<file path="config.mk">
export PLATFORM = sky130hd
export DESIGN_NAME = id_stage
export DESIGN_NICKNAME = d
export VERILOG_FILES = /design/src/rtl/id_stage_pkg.sv /design/src/rtl/id_fwd_mux.sv /design/src/rtl/id_stage.sv
export SDC_FILE = /design/constraint.sdc
export NUM_CORES = 1
export LEC_CHECK = 0
export BUFFER_PORTS_ARGS = -buffer_cell sky130_fd_sc_hd__clkbuf_2
export CORE_AREA = 2 2 144 146
export DETAILED_ROUTE_END_ITERATION = 6
export DIE_AREA = 0 0 146 148
export PLACE_DENSITY = 0.76
export SLEW_MARGIN = 20
export SYNTH_ARGS = -nofsm -noshare
export SYNTH_HDL_FRONTEND = slang
export SYNTH_SLANG_ARGS = --single-unit
</file>
<file path="constraint.sdc">
create_clock -name clk -period 2.55 [get_ports clk]
set_clock_uncertainty 0.1 [all_clocks]
set_input_delay 0.1275 -clock clk [delete_from_list [all_inputs] [get_ports clk]]
set_output_delay 0.1275 -clock clk [all_outputs]
set_load 0.05 [all_outputs]
</file>
<file path="src/rtl/id_stage_pkg.sv">
// Shared decode definitions for the instruction-decode stage: RV32I opcode/funct
// encodings, ALU operation/class encodings and the stage state type.
package id_stage_pkg;

    localparam logic [6:0] OPC_LUI    = 7'b0110111;
    localparam logic [6:0] OPC_AUIPC  = 7'b0010111;
    localparam logic [6:0] OPC_JAL    = 7'b1101111;
    localparam logic [6:0] OPC_JALR   = 7'b1100111;
    localparam logic [6:0] OPC_BRANCH = 7'b1100011;
    localparam logic [6:0] OPC_LOAD   = 7'b0000011;
    localparam logic [6:0] OPC_STORE  = 7'b0100011;
    localparam logic [6:0] OPC_OPIMM  = 7'b0010011;
    localparam logic [6:0] OPC_OP     = 7'b0110011;

    localparam logic [2:0] F3_ADD  = 3'd0;
    localparam logic [2:0] F3_SLL  = 3'd1;
    localparam logic [2:0] F3_SLT  = 3'd2;
    localparam logic [2:0] F3_SLTU = 3'd3;
    localparam logic [2:0] F3_XOR  = 3'd4;
    localparam logic [2:0] F3_SR   = 3'd5;
    localparam logic [2:0] F3_OR   = 3'd6;
    localparam logic [2:0] F3_AND  = 3'd7;

    localparam logic [2:0] F3_BEQ  = 3'd0;
    localparam logic [2:0] F3_BNE  = 3'd1;
    localparam logic [2:0] F3_BLT  = 3'd4;
    localparam logic [2:0] F3_BGE  = 3'd5;
    localparam logic [2:0] F3_BLTU = 3'd6;
    localparam logic [2:0] F3_BGEU = 3'd7;

    localparam logic [2:0] F3_B    = 3'd0;
    localparam logic [2:0] F3_H    = 3'd1;
    localparam logic [2:0] F3_W    = 3'd2;
    localparam logic [2:0] F3_BU   = 3'd4;
    localparam logic [2:0] F3_HU   = 3'd5;

    localparam logic [6:0] F7_BASE = 7'h00;
    localparam logic [6:0] F7_ALT  = 7'h20;

    typedef enum logic [4:0] {
        ALU_NOP  = 5'd0,
        ALU_ADD  = 5'd1,
        ALU_SUB  = 5'd2,
        ALU_SLT  = 5'd3,
        ALU_SLTU = 5'd4,
        ALU_AND  = 5'd5,
        ALU_OR   = 5'd6,
        ALU_XOR  = 5'd7,
        ALU_SLL  = 5'd8,
        ALU_SRL  = 5'd9,
        ALU_SRA  = 5'd10,
        ALU_JAL  = 5'd11,
        ALU_JALR = 5'd12,
        ALU_BEQ  = 5'd13,
        ALU_BNE  = 5'd14,
        ALU_BLT  = 5'd15,
        ALU_BGE  = 5'd16,
        ALU_BLTU = 5'd17,
        ALU_BGEU = 5'd18,
        ALU_LB   = 5'd19,
        ALU_LH   = 5'd20,
        ALU_LW   = 5'd21,
        ALU_LBU  = 5'd22,
        ALU_LHU  = 5'd23,
        ALU_SB   = 5'd24,
        ALU_SH   = 5'd25,
        ALU_SW   = 5'd26
    } alu_op_e;

    typedef enum logic [2:0] {
        SEL_NOP    = 3'd0,
        SEL_ARITH  = 3'd1,
        SEL_LOGIC  = 3'd2,
        SEL_SHIFT  = 3'd3,
        SEL_JUMP   = 3'd4,
        SEL_BRANCH = 3'd5,
        SEL_LOAD   = 3'd6,
        SEL_STORE  = 3'd7
    } alu_sel_e;

    typedef enum logic [1:0] {
        OP1_ZERO = 2'd0,
        OP1_REG  = 2'd1,
        OP1_PC   = 2'd2
    } op1_sel_e;

    typedef enum logic {
        ST_RUN   = 1'b0,
        ST_STALL = 1'b1
    } id_state_e;

    // alt selects SUB/SRA; callers must only raise it where funct7 is meaningful.
    function automatic alu_op_e arith_op(input logic [2:0] f3, input logic alt);
        case (f3)
            F3_ADD:  return alt ? ALU_SUB : ALU_ADD;
            F3_SLL:  return ALU_SLL;
            F3_SLT:  return ALU_SLT;
            F3_SLTU: return ALU_SLTU;
            F3_XOR:  return ALU_XOR;
            F3_SR:   return alt ? ALU_SRA : ALU_SRL;
            F3_OR:   return ALU_OR;
            F3_AND:  return ALU_AND;
            default: return ALU_NOP;
        endcase
    endfunction

    function automatic alu_sel_e arith_sel(input logic [2:0] f3);
        case (f3)
            F3_SLL, F3_SR:         return SEL_SHIFT;
            F3_XOR, F3_OR, F3_AND: return SEL_LOGIC;
            default:               return SEL_ARITH;
        endcase
    endfunction

endpackage

</file>
<file path="src/rtl/id_fwd_mux.sv">
// Per-operand forwarding selector: picks the nearest matching writer (lowest
// index), falls back to regfile data, and flags a load-use hazard.
module id_fwd_mux #(
    parameter int unsigned XLEN = 32,
    parameter int unsigned NFWD = 2
) (
    input  logic                 read_i,
    input  logic [4:0]           addr_i,
    input  logic [XLEN-1:0]      rf_data_i,
    input  logic [NFWD-1:0]      fwd_wreg_i,
    input  logic [5*NFWD-1:0]    fwd_wd_i,
    input  logic [XLEN*NFWD-1:0] fwd_wdata_i,
    input  logic [NFWD-1:0]      fwd_ld_i,
    output logic [XLEN-1:0]      data_o,
    output logic                 hazard_o
);

    logic hit;

    always_comb begin
        data_o   = rf_data_i;
        hazard_o = 1'b0;
        hit      = 1'b0;
        if (addr_i == 5'd0) begin
            data_o = '0;
        end else begin
            for (int unsigned i = 0; i < NFWD; i++) begin
                if (!hit && fwd_wreg_i[i] && (fwd_wd_i[5*i +: 5] == addr_i)) begin
                    hit      = 1'b1;
                    data_o   = fwd_wdata_i[XLEN*i +: XLEN];
                    hazard_o = read_i & fwd_ld_i[i];
                end
            end
        end
    end

endmodule

</file>
<file path="src/rtl/id_stage.sv">
// RV32I instruction decode stage: combinational decode and operand forwarding,
// one output register slot with valid/ready handshake, load-use stall and flush.
module id_stage
    import id_stage_pkg::*;
#(
    parameter int unsigned XLEN = 32,
    parameter int unsigned NFWD = 2
) (
    input  logic                 clk,
    input  logic                 rst,
    input  logic                 in_valid,
    output logic                 in_ready,
    input  logic [XLEN-1:0]      pc_i,
    input  logic [31:0]          inst_i,
    output logic                 reg1_read_o,
    output logic                 reg2_read_o,
    output logic [4:0]           reg1_addr_o,
    output logic [4:0]           reg2_addr_o,
    input  logic [XLEN-1:0]      reg1_data_i,
    input  logic [XLEN-1:0]      reg2_data_i,
    input  logic [NFWD-1:0]      fwd_wreg_i,
    input  logic [5*NFWD-1:0]    fwd_wd_i,
    input  logic [XLEN*NFWD-1:0] fwd_wdata_i,
    input  logic [NFWD-1:0]      fwd_ld_i,
    input  logic                 flush_i,
    output logic                 out_valid,
    input  logic                 out_ready,
    output alu_op_e              aluop_o,
    output alu_sel_e             alusel_o,
    output logic [XLEN-1:0]      reg1_o,
    output logic [XLEN-1:0]      reg2_o,
    output logic [XLEN-1:0]      imm_o,
    output logic [4:0]           wd_o,
    output logic                 wreg_o,
    output logic [XLEN-1:0]      pc_o,
    output logic                 illegal_o,
    output logic [7:0]           stall_cnt_o
);

    logic [6:0] opcode;
    logic [2:0] funct3;
    logic [6:0] funct7;

    assign opcode = inst_i[6:0];
    assign funct3 = inst_i[14:12];
    assign funct7 = inst_i[31:25];

    alu_op_e     dec_aluop;
    alu_sel_e    dec_alusel;
    op1_sel_e    dec_op1;
    logic [31:0] dec_imm32;
    logic        dec_wreg;
    logic        dec_ill;
    logic        dec_r1_rd;
    logic        dec_r2_rd;
    logic        dec_r2_imm;

    always_comb begin
        dec_aluop  = ALU_NOP;
        dec_alusel = SEL_NOP;
        dec_op1    = OP1_REG;
        dec_imm32  = '0;
        dec_wreg   = 1'b0;
        dec_ill    = 1'b0;
        dec_r1_rd  = 1'b0;
        dec_r2_rd  = 1'b0;
        dec_r2_imm = 1'b0;
        case (opcode)
            OPC_LUI, OPC_AUIPC: begin
                dec_aluop  = ALU_ADD;
                dec_alusel = SEL_ARITH;
                dec_imm32  = {inst_i[31:12], 12'b0};
                dec_wreg   = 1'b1;
                dec_r2_imm = 1'b1;
                dec_op1    = (opcode == OPC_LUI) ? OP1_ZERO : OP1_PC;
            end
            OPC_JAL: begin
                dec_aluop  = ALU_JAL;
                dec_alusel = SEL_JUMP;
                dec_imm32  = {{11{inst_i[31]}}, inst_i[31], inst_i[19:12],
                              inst_i[20], inst_i[30:21], 1'b0};
                dec_wreg   = 1'b1;
                dec_r2_imm = 1'b1;
                dec_op1    = OP1_PC;
            end
            OPC_JALR: begin
                dec_aluop  = ALU_JALR;
                dec_alusel = SEL_JUMP;
                dec_imm32  = {{20{inst_i[31]}}, inst_i[31:20]};
                dec_wreg   = 1'b1;
                dec_r1_rd  = 1'b1;
                dec_r2_imm = 1'b1;
                dec_ill    = (funct3 != 3'd0);
            end
            OPC_BRANCH: begin
                dec_alusel = SEL_BRANCH;
                dec_imm32  = {{19{inst_i[31]}}, inst_i[31], inst_i[7],
                              inst_i[30:25], inst_i[11:8], 1'b0};
                dec_r1_rd  = 1'b1;
                dec_r2_rd  = 1'b1;
                case (funct3)
                    F3_BEQ:  dec_aluop = ALU_BEQ;
                    F3_BNE:  dec_aluop = ALU_BNE;
                    F3_BLT:  dec_aluop = ALU_BLT;
                    F3_BGE:  dec_aluop = ALU_BGE;
                    F3_BLTU: dec_aluop = ALU_BLTU;
                    F3_BGEU: dec_aluop = ALU_BGEU;
                    default: dec_ill   = 1'b1;
                endcase
            end
            OPC_LOAD: begin
                dec_alusel = SEL_LOAD;
                dec_imm32  = {{20{inst_i[31]}}, inst_i[31:20]};
                dec_wreg   = 1'b1;
                dec_r1_rd  = 1'b1;
                dec_r2_imm = 1'b1;
                case (funct3)
                    F3_B:    dec_aluop = ALU_LB;
                    F3_H:    dec_aluop = ALU_LH;
                    F3_W:    dec_aluop = ALU_LW;
                    F3_BU:   dec_aluop = ALU_LBU;
                    F3_HU:   dec_aluop = ALU_LHU;
                    default: dec_ill   = 1'b1;
                endcase
            end
            OPC_STORE: begin
                dec_alusel = SEL_STORE;
                dec_imm32  = {{20{inst_i[31]}}, inst_i[31:25], inst_i[11:7]};
                dec_r1_rd  = 1'b1;
                dec_r2_rd  = 1'b1;
                case (funct3)
                    F3_B:    dec_aluop = ALU_SB;
                    F3_H:    dec_aluop = ALU_SH;
                    F3_W:    dec_aluop = ALU_SW;
                    default: dec_ill   = 1'b1;
                endcase
            end
            OPC_OPIMM: begin
                // funct7 only qualifies the shift forms; elsewhere it is immediate bits
                dec_aluop  = arith_op(funct3, (funct3 == F3_SR) && (funct7 == F7_ALT));
                dec_alusel = arith_sel(funct3);
                dec_wreg   = 1'b1;
                dec_r1_rd  = 1'b1;
                dec_r2_imm = 1'b1;
                if (funct3 == F3_SLL || funct3 == F3_SR)
                    dec_imm32 = {27'b0, inst_i[24:20]};
                else
                    dec_imm32 = {{20{inst_i[31]}}, inst_i[31:20]};
                if (funct3 == F3_SLL)
                    dec_ill = (funct7 != F7_BASE);
                else if (funct3 == F3_SR)
                    dec_ill = (funct7 != F7_BASE) && (funct7 != F7_ALT);
            end
            OPC_OP: begin
                dec_aluop  = arith_op(funct3, funct7 == F7_ALT);
                dec_alusel = arith_sel(funct3);
                dec_wreg   = 1'b1;
                dec_r1_rd  = 1'b1;
                dec_r2_rd  = 1'b1;
                dec_ill    = !((funct7 == F7_BASE) ||
                               ((funct7 == F7_ALT) && (funct3 == F3_ADD || funct3 == F3_SR)));
            end
            default: dec_ill = 1'b1;
        endcase
        if (dec_ill) begin
            dec_aluop  = ALU_NOP;
            dec_alusel = SEL_NOP;
            dec_op1    = OP1_ZERO;
            dec_imm32  = '0;
            dec_wreg   = 1'b0;
            dec_r1_rd  = 1'b0;
            dec_r2_rd  = 1'b0;
            dec_r2_imm = 1'b0;
        end
    end

    assign reg1_read_o = in_valid & dec_r1_rd;
    assign reg2_read_o = in_valid & dec_r2_rd;
    assign reg1_addr_o = inst_i[19:15];
    assign reg2_addr_o = inst_i[24:20];

    logic [XLEN-1:0] fwd1_data;
    logic [XLEN-1:0] fwd2_data;
    logic            haz1;
    logic            haz2;

    id_fwd_mux #(.XLEN(XLEN), .NFWD(NFWD)) u_fwd1 (
        .read_i      (reg1_read_o),
        .addr_i      (reg1_addr_o),
        .rf_data_i   (reg1_data_i),
        .fwd_wreg_i  (fwd_wreg_i),
        .fwd_wd_i    (fwd_wd_i),
        .fwd_wdata_i (fwd_wdata_i),
        .fwd_ld_i    (fwd_ld_i),
        .data_o      (fwd1_data),
        .hazard_o    (haz1)
    );

    id_fwd_mux #(.XLEN(XLEN), .NFWD(NFWD)) u_fwd2 (
        .read_i      (reg2_read_o),
        .addr_i      (reg2_addr_o),
        .rf_data_i   (reg2_data_i),
        .fwd_wreg_i  (fwd_wreg_i),
        .fwd_wd_i    (fwd_wd_i),
        .fwd_wdata_i (fwd_wdata_i),
        .fwd_ld_i    (fwd_ld_i),
        .data_o      (fwd2_data),
        .hazard_o    (haz2)
    );

    logic [XLEN-1:0] imm_x;
    logic [XLEN-1:0] op1_val;
    logic [XLEN-1:0] op2_val;

    assign imm_x = XLEN'(signed'(dec_imm32));

    always_comb begin
        op1_val = fwd1_data;
        case (dec_op1)
            OP1_ZERO: op1_val = '0;
            OP1_PC:   op1_val = pc_i;
            default:  op1_val = fwd1_data;
        endcase
        op2_val = '0;
        if (dec_r2_imm)
            op2_val = imm_x;
        else if (dec_r2_rd)
            op2_val = fwd2_data;
    end

    logic            out_valid_q, out_valid_d;
    logic [7:0]      stall_cnt_q, stall_cnt_d;
    id_state_e       state_q, state_d;
    alu_op_e         aluop_q;
    alu_sel_e        alusel_q;
    logic [XLEN-1:0] reg1_q, reg2_q, imm_q, pc_q;
    logic [4:0]      wd_q;
    logic            wreg_q, illegal_q;
    logic            hazard, slot_free, accept;

    assign hazard    = haz1 | haz2;
    assign slot_free = ~out_valid_q | out_ready;
    assign in_ready  = flush_i | (slot_free & ~hazard);
    assign accept    = in_valid & in_ready & ~flush_i;

    always_comb begin
        out_valid_d = out_valid_q;
        stall_cnt_d = stall_cnt_q;
        if (flush_i) begin
            out_valid_d = 1'b0;
        end else if (accept) begin
            out_valid_d = 1'b1;
        end else if (slot_free) begin
            // either the consumer drained the slot or a bubble replaces a stalled issue
            out_valid_d = 1'b0;
            if (hazard && stall_cnt_q != 8'hFF)
                stall_cnt_d = stall_cnt_q + 8'd1;
        end
    end

    always_comb begin
        state_d = state_q;
        case (state_q)
            ST_RUN:   if (hazard && !flush_i) state_d = ST_STALL;
            ST_STALL: if (!hazard || flush_i) state_d = ST_RUN;
            default:  state_d = ST_RUN;
        endcase
    end

    always_ff @(posedge clk or negedge rst) begin
        if (!rst) begin
            out_valid_q <= 1'b0;
            stall_cnt_q <= '0;
            state_q     <= ST_RUN;
            aluop_q     <= ALU_NOP;
            alusel_q    <= SEL_NOP;
            reg1_q      <= '0;
            reg2_q      <= '0;
            imm_q       <= '0;
            pc_q        <= '0;
            wd_q        <= '0;
            wreg_q      <= 1'b0;
            illegal_q   <= 1'b0;
        end else begin
            out_valid_q <= out_valid_d;
            stall_cnt_q <= stall_cnt_d;
            state_q     <= state_d;
            if (accept) begin
                aluop_q   <= dec_aluop;
                alusel_q  <= dec_alusel;
                reg1_q    <= op1_val;
                reg2_q    <= op2_val;
                imm_q     <= imm_x;
                pc_q      <= pc_i;
                wd_q      <= dec_wreg ? inst_i[11:7] : 5'd0;
                wreg_q    <= dec_wreg;
                illegal_q <= dec_ill;
            end
        end
    end

    assign out_valid   = out_valid_q;
    assign stall_cnt_o = stall_cnt_q;
    assign aluop_o     = aluop_q;
    assign alusel_o    = alusel_q;
    assign reg1_o      = reg1_q;
    assign reg2_o      = reg2_q;
    assign imm_o       = imm_q;
    assign pc_o        = pc_q;
    assign wd_o        = wd_q;
    assign wreg_o      = wreg_q;
    assign illegal_o   = illegal_q;

endmodule

</file>
# --- After elaboration in Yosys (flattened, before gate mapping) ---
# Index checks and enable logic that the tools add are counted.
# W data, S select, Z words.
classes:
  n_addsub: 1
  mux: 57
  n_div: 0
  reduce_logical: 39
  bitwise: 16
  mul: 0
  magnitude_cmp: 0
  n_eq_ne: 24
  shift: 0
op_table:
  columns: ["op", "count"]
  rows:
  - ["$mux W32", 10]
  - ["$pmux W32 S6", 1]
  - ["$pmux W5 S8", 3]
  - ["$pmux W32 S2", 1]
  - ["$pmux W5 S6", 1]
  - ["$eq A7 B6 Y1 const B", 4]
  - ["$mux W1", 26]
  - ["$pmux W5 S5", 1]
  - ["$eq A7 B7 Y1 const B", 3]
  - ["$eq A5 B5 Y1", 4]
  - ["$pmux W3 S6", 1]
  - ["$reduce_or A6 Y1", 3]
  - ["$pmux W5 S3", 1]
  - ["$eq A7 B5 Y1 const B", 2]
  - ["$eq A3 B3 Y1 const B", 4]
  - ["$mux W2", 6]
  - ["$reduce_or A3 Y1", 4]
  - ["$logic_and A1 B1 Y1", 10]
  - ["$logic_not A5 Y1", 2]
  - ["$mux W5", 2]
  - ["$reduce_or A2 Y1", 5]
  - ["$and A1 B1 Y1", 9]
  - ["$add A8 B1 Y8 const B", 1]
  - ["$ne A8 B8 Y1 const B", 1]
  - ["other kinds (20)", 32]
totals:
  rom_bits: 0
  regBits: 152
  memories: 0
  ramBits: 0
  latch_bits: 0

# --- Depth between registers and ports, before layout ---
logic_depth:
  ltp_word: 20
  mapped_depth: 11
  depth_no_buf: 7

# --- Cells and area by module ---
# From an unflattened synthesis, not the netlist that was laid out.
hier_totals:
  cells_unflattened: 1071
  area_unflattened_um2: 9397.8
modules_own_cells:
  columns: ["mod", "cells_per_inst", "area_per_inst_um2", "instances"]
  rows:
  - ["id_stage", 701, 7078.0, 1]
  - ["id_fwd_mux", 185, 1159.9, 2]

# --- Worst setup path after synthesis ---
# No wires, ideal clock.
synth_path:
  kind: "in2reg"
  startpoint: "input port inst_i[24]"
  endpoint: "register aluop_q[4], in the netlist aluop_o[4]"
  slack_ns: 0.118
  t_arrival_ns: 2.204
  setup_ns: 0.127
  stages: 10
  cell_sequence: "clkbuf_2 > xor2_1 > nor4_1 > nand3_1 > mux2i_1 > o32ai_4 > a21oi_1 > buf_4 > buf_6 > mux2_1"
synth_between:
  elab_chain_len: 15
  elab_cells_between_ends: 18
  classes_between: "2 x eq/ne; 5 x mux; 6 x bitwise; 5 x reduce/logical"
synth_lines:
  columns: ["element", "line", "text"]
  rows:
  - ["from (decl)", "id_stage.sv:14", "input logic [31:0] inst_i,"]
  - ["$eq A5 B5 Y1", "id_fwd_mux.sv:28", "if (!hit && fwd_wreg_i[i] && (fwd_wd_i[5*i +: 5] == addr_i)) begin"]
  - ["$logic_and A1 B1 Y1", "id_fwd_mux.sv:28", null]
  - ["$mux W1", "id_fwd_mux.sv:28", null]
  - ["$mux W1", "id_fwd_mux.sv:24", "if (addr_i == 5'd0) begin"]
  - ["$logic_not A1 Y1", "id_fwd_mux.sv:28", null]
  - ["$logic_and A1 B1 Y1 (2 in a row)", "id_fwd_mux.sv:28", null]
  - ["$mux W1", "id_fwd_mux.sv:28", null]
  - ["$mux W1 *", "id_fwd_mux.sv:24", null]
  - ["$or A1 B1 Y1 *", "id_stage.sv:241", "assign hazard = haz1 | haz2;"]
  - ["$not A1 Y1 *", "id_stage.sv:243", "assign in_ready = flush_i | (slot_free & ~hazard);"]
  - ["$and A1 B1 Y1 *", "id_stage.sv:243", null]
  - ["$or A1 B1 Y1 *", "id_stage.sv:243", null]
  - ["$and A1 B1 Y1 * (2 in a row)", "id_stage.sv:244", "assign accept = in_valid & in_ready & ~flush_i;"]
  - ["to (signal assigned)", "id_stage.sv:289", "aluop_q <= dec_aluop;"]
  - ["to (decl)", "id_stage.sv:234", "alu_op_e aluop_q;"]
# Every way passes the cells marked *; elsewhere a longest branch is shown, timed or not. The select of a mux whose other input is x is not followed.
# A chain may end at the register's enable or synchronous reset.

# --- Worst setup path in the final report ---
layout_path:
  startpoint: "input port inst_i[23]"
  endpoint: "output port in_ready"
layout_between:
  elab_chain_len: 13
  elab_cells_between_ends: 16
  classes_between: "2 x eq/ne; 5 x mux; 4 x bitwise; 5 x reduce/logical"
layout_lines:
  columns: ["element", "line", "text"]
  rows:
  - ["$eq A5 B5 Y1", "id_fwd_mux.sv:28", null]
  - ["$logic_and A1 B1 Y1", "id_fwd_mux.sv:28", null]
  - ["$mux W1", "id_fwd_mux.sv:28", null]
  - ["$mux W1", "id_fwd_mux.sv:24", null]
  - ["$logic_not A1 Y1", "id_fwd_mux.sv:28", null]
  - ["$logic_and A1 B1 Y1 (2 in a row)", "id_fwd_mux.sv:28", null]
  - ["$mux W1", "id_fwd_mux.sv:28", null]
  - ["$mux W1 *", "id_fwd_mux.sv:24", null]
  - ["$or A1 B1 Y1 *", "id_stage.sv:241", null]
  - ["$not A1 Y1 *", "id_stage.sv:243", null]
  - ["$and A1 B1 Y1 *", "id_stage.sv:243", null]
  - ["$or A1 B1 Y1 *", "id_stage.sv:243", null]
  - ["to (decl)", "id_stage.sv:12", "output logic in_ready,"]
# Marked as above.

==> insert_results.sql <==
INSERT INTO impl_metrics (metric_group, metric, value, unit) VALUES
('sta', 'grt_setup_unrepaired', 'true', ''),
('detailed_routing', 'routed-via-count', '9559', ''),
('die', 'placementRows', '52', ''),
('clock_tree', 'worstSkewPairLatency', '0.43', 'ns'),
('global_route', 'global_route_wire_length_before_repair', '55700', 'um'),
('setup_path', 'required', '2.32', 'ns'),
('die', 'die_height', '148', 'um'),
('synthesis', 'number_of_synthesized_register_bits', '152', ''),
('sta', 'finalHoldViolations', '0', ''),
('sta', 'layout_min_cycle_time', '2.52', 'ns'),
('global_route', 'gr-total-overflow', '0', ''),
('setup_path', 'cp_cell_sequence', 'clkbuf_2, xor2_1, nor4_2, nand3_2, mux2i_2, buf_4, o32a_1, buf_4, o21ai_1, nand2b_1, clkbuf_4', ''),
('synthesis', 'yosysWarningCount', '0', ''),
('clock_tree', 'clock_tree_root_buffer_cell', 'clkbuf_16', ''),
('die', 'ioPinCount', '376', ''),
('die', 'floorplan.initialDensity', '0.456', ''),
('synthesis', 'async_reset_ff_frac', '1.00', ''),
('clock_tree', 'tritoncts_clock_tree', 'yes', ''),
('setup_path', 'crit_buf_inv', '4', ''),
('detailed_routing', 'routedWlPerCell', '22.0', 'um'),
('detailed_routing', 'firstDrtPassIters', '6', ''),
('clock_tree', 'cts_made_buffers', '17', ''),
('pwr', 'power_per_cell_area', '522', 'nW/um2'),
('place', 'routabilityCongestion', '0.995', ''),
('flow_run', 'maxCapViolations', '0', ''),
('final_layout', 'antenna-diode-count', '0', ''),
('detailed_routing', 'post_detailed_route_drc_marker_count', '0', ''),
('setup_path', 'end_kind', 'output pin', ''),
('setup_path', 'timing.critical_path.max_delay_family', 'buffers and inverters', ''),
('final_layout', 'final_layout_size_suffix_gt1_frac', '0.437', ''),
('place', 'dp_hpwl', '27600', 'um'),
('synthesis', 'synth.cell_area', '9140', 'um2'),
('clock_tree', 'postCtsSetupBuffers', '0', ''),
('setup_path', 'critical-path-top-cell-by-count', 'buf_4', ''),
('setup_path', 'classification_of_the_worst_setup_path', 'in -> out', ''),
('setup_path', 'worst-endpoint-arrival', '2.29', 'ns'),
('synthesis', 'most_common_cell_in_the_netlist', 'dfrtp_1', ''),
('final_layout', 'fin_util', '0.650', ''),
('synthesis', 'ys.flop_type', 'dfrtp_1', ''),
('sta', 'min_period_over_period', '0.987', ''),
('pwr', 'cellLeakagePower', '6.27', 'nW'),
('synthesis', 'biggest_area_consumer_among_synthesized_cells', 'dfrtp_1', ''),
('sta', 'fmax', '0.397', 'GHz'),
('die', 'coreArea', '20000', 'um2'),
('place', 'buffer_ports.inserted', '375', ''),
('detailed_routing', 'detailedRoute.firstIterationViolations', '788', ''),
('clock_tree', 'register_clock_pin_slew_on_the_reported_worst_setup_and_hold_paths', '0.07', 'ns'),
('sta', 'timing_max_transition_violations_final', '0', ''),
('synthesis', 'synth_top_cells_by_count', 'dfrtp_1 (152), mux2i_1 (94), nand2_1 (82)', ''),
('run_status', 'run_status', 'finished clean', ''),
('sta', 'finalWorstSetupSlack', '0.0334', 'ns'),
('detailed_routing', 'viasPerCell', '5.77', ''),
('die', 'dieWidth', '146', 'um'),
('synthesis', 'synth_cells', '911', ''),
('clock_tree', 'cts_max_level', '4', ''),
('global_route', 'globalRouteTotalUtil', '0.336', ''),
('clock_tree', 'cts_max_path_buffers', '2', ''),
('final_layout', 'areaGrowthSynthToFinish', '42.7', '%'),
('setup_path', 'crit_path_max_incr_delay', '0.37', 'ns'),
('setup_path', 'critical_path.startpoint_type', 'input port', ''),
('sta', 'worst_slew_margin_rel', '0.554', ''),
('worst_hold_path', 'hold_path_class', 'in -> reg', ''),
('sta', 'worstMarginPinSlew', '0.669', 'ns'),
('setup_path', 'crit_path_top_delay_cell', 'nor4_2', ''),
('synthesis', 'number_of_nets_produced_by_synthesis', '1123', ''),
('global_route', 'initial_antenna_violation_count', '0', ''),
('die', 'die_footprint', '21600', 'um2'),
('synthesis', 'synth_enable_flop_cells', '0', ''),
('synthesis', 'yosysSeqAreaShare', '0.416', ''),
('synthesis', 'synth.area.top_cells', 'dfrtp_1 (42%), mux2i_1 (10%), mux2_2 (5.7%)', ''),
('sta', 'timing.final.setup_violations', '0', '');
## layer usage
layer  track usage  wire length (um)  vias up
met4         0.119              1320        0
met3        0.0639              2990       87
met2         0.549             17400      590
li1              -                 -     4243
met5             0                 0        -
met1         0.449             14800     4639
## final timing paths
kind | startpoint | to | slack (ns) | cells after the start
worst min register to register | reg2_o[30] | reg2_o[30] | 0.39 | 1
min in group asynchronous | rst | imm_o[24] | 0.15 | 2
worst max register to register | out_valid | stall_cnt_o[1] | 0.37 | 6
worst max-delay path | inst_i[23] | in_ready | 0.03 | 11
max in group asynchronous | rst | reg2_o[17] | 1.36 | 3
worst min-delay path | fwd_wdata_i[41] | reg1_o[9] | 0.03 | 4
## report_power, final
group,switching [mW],internal [mW],total [mW],leakage (nW)
Clock,1.12,1.40,2.51,0.282
Sequential,0.0803,2.54,2.62,2.03
Combinational,1.11,0.553,1.66,3.96
## final cells by class
cell class / count / area (um2)
fillers: 1637 / 7010
clock buffers: 18 / 439
clock inverters: 14 / 139
multi-input cells: 633 / 4820
repair buffers: 522 / 3320
flip-flops and latches: 152 / 3800
well taps: 270 / 338
inverters: 47 / 176
## flip-flops by register name (all words and copies together) (netlist names)
name         count
alusel_o         3
stall_cnt_o      8
wreg_o           1
reg2_o          32
pc_o            32
out_valid        1
aluop_o          5
imm_o           32
wd_o             5
reg1_o          32
illegal_o        1
## cell families after synthesis
group / share of synthesized area
XOR/XNOR: 0.0278
buffers and inverters: 0.0655
flip-flops: 0.416
multiplexers: 0.184
AND/OR/NAND/NOR: 0.128
adder cells (fa/ha/maj): 0.00137
AO/OA/AOI/OAI: 0.177
## worst min-delay path: cells and delay by family
kind,cells,cell delay [ns]
compound gates,1,0.08
mux,1,0.12
buf+inv,1,0.09
simple gates,1,0.09
## per-stage QoR
stage / hold slack (ns) / std cells / TNS, ns
final: 0.0328 / 1656 / 0
after global routing: 0.0380 / 1656 / -0.0522
after CTS: 0.0221 / 1656 / 0
after detailed placement: 0.0543 / 1578 / -16.42
after global placement: 0.0543 / 1578 / -12.14
after floorplan: -0.268 / 911 / 0
## layout by cell type (no fill, tap or decap), drive strengths merged, types with 7 or more instances in the layout
master	synthesis	layout
clkbuf	36	390
dfrtp	152	152
buf	43	104
mux2i	94	94
nand2	82	82
mux2	66	66
inv	47	54
o2bb2ai	46	46
dlygate4sd3	0	46
o21ai	45	45
a32oi	38	38
or2	36	36
a21oi	28	28
nor2	27	27
xor2	20	20
nand3	19	19
a22o	18	18
nor4	13	13
xnor2	9	9
nor3	9	9
nor2b	7	7
o221ai	7	7
a21o	7	7
## what timing repair did
| action | in CTS | in global routing |
|---|---|---|
| resized for setup | 0 | 9 |
| hold buffers | 46 | 0 |
| endpoints found under the setup margin | 0 | 32 |
| endpoints found under the hold margin | 140 | 0 |
(Power assumes the default switching activity.)
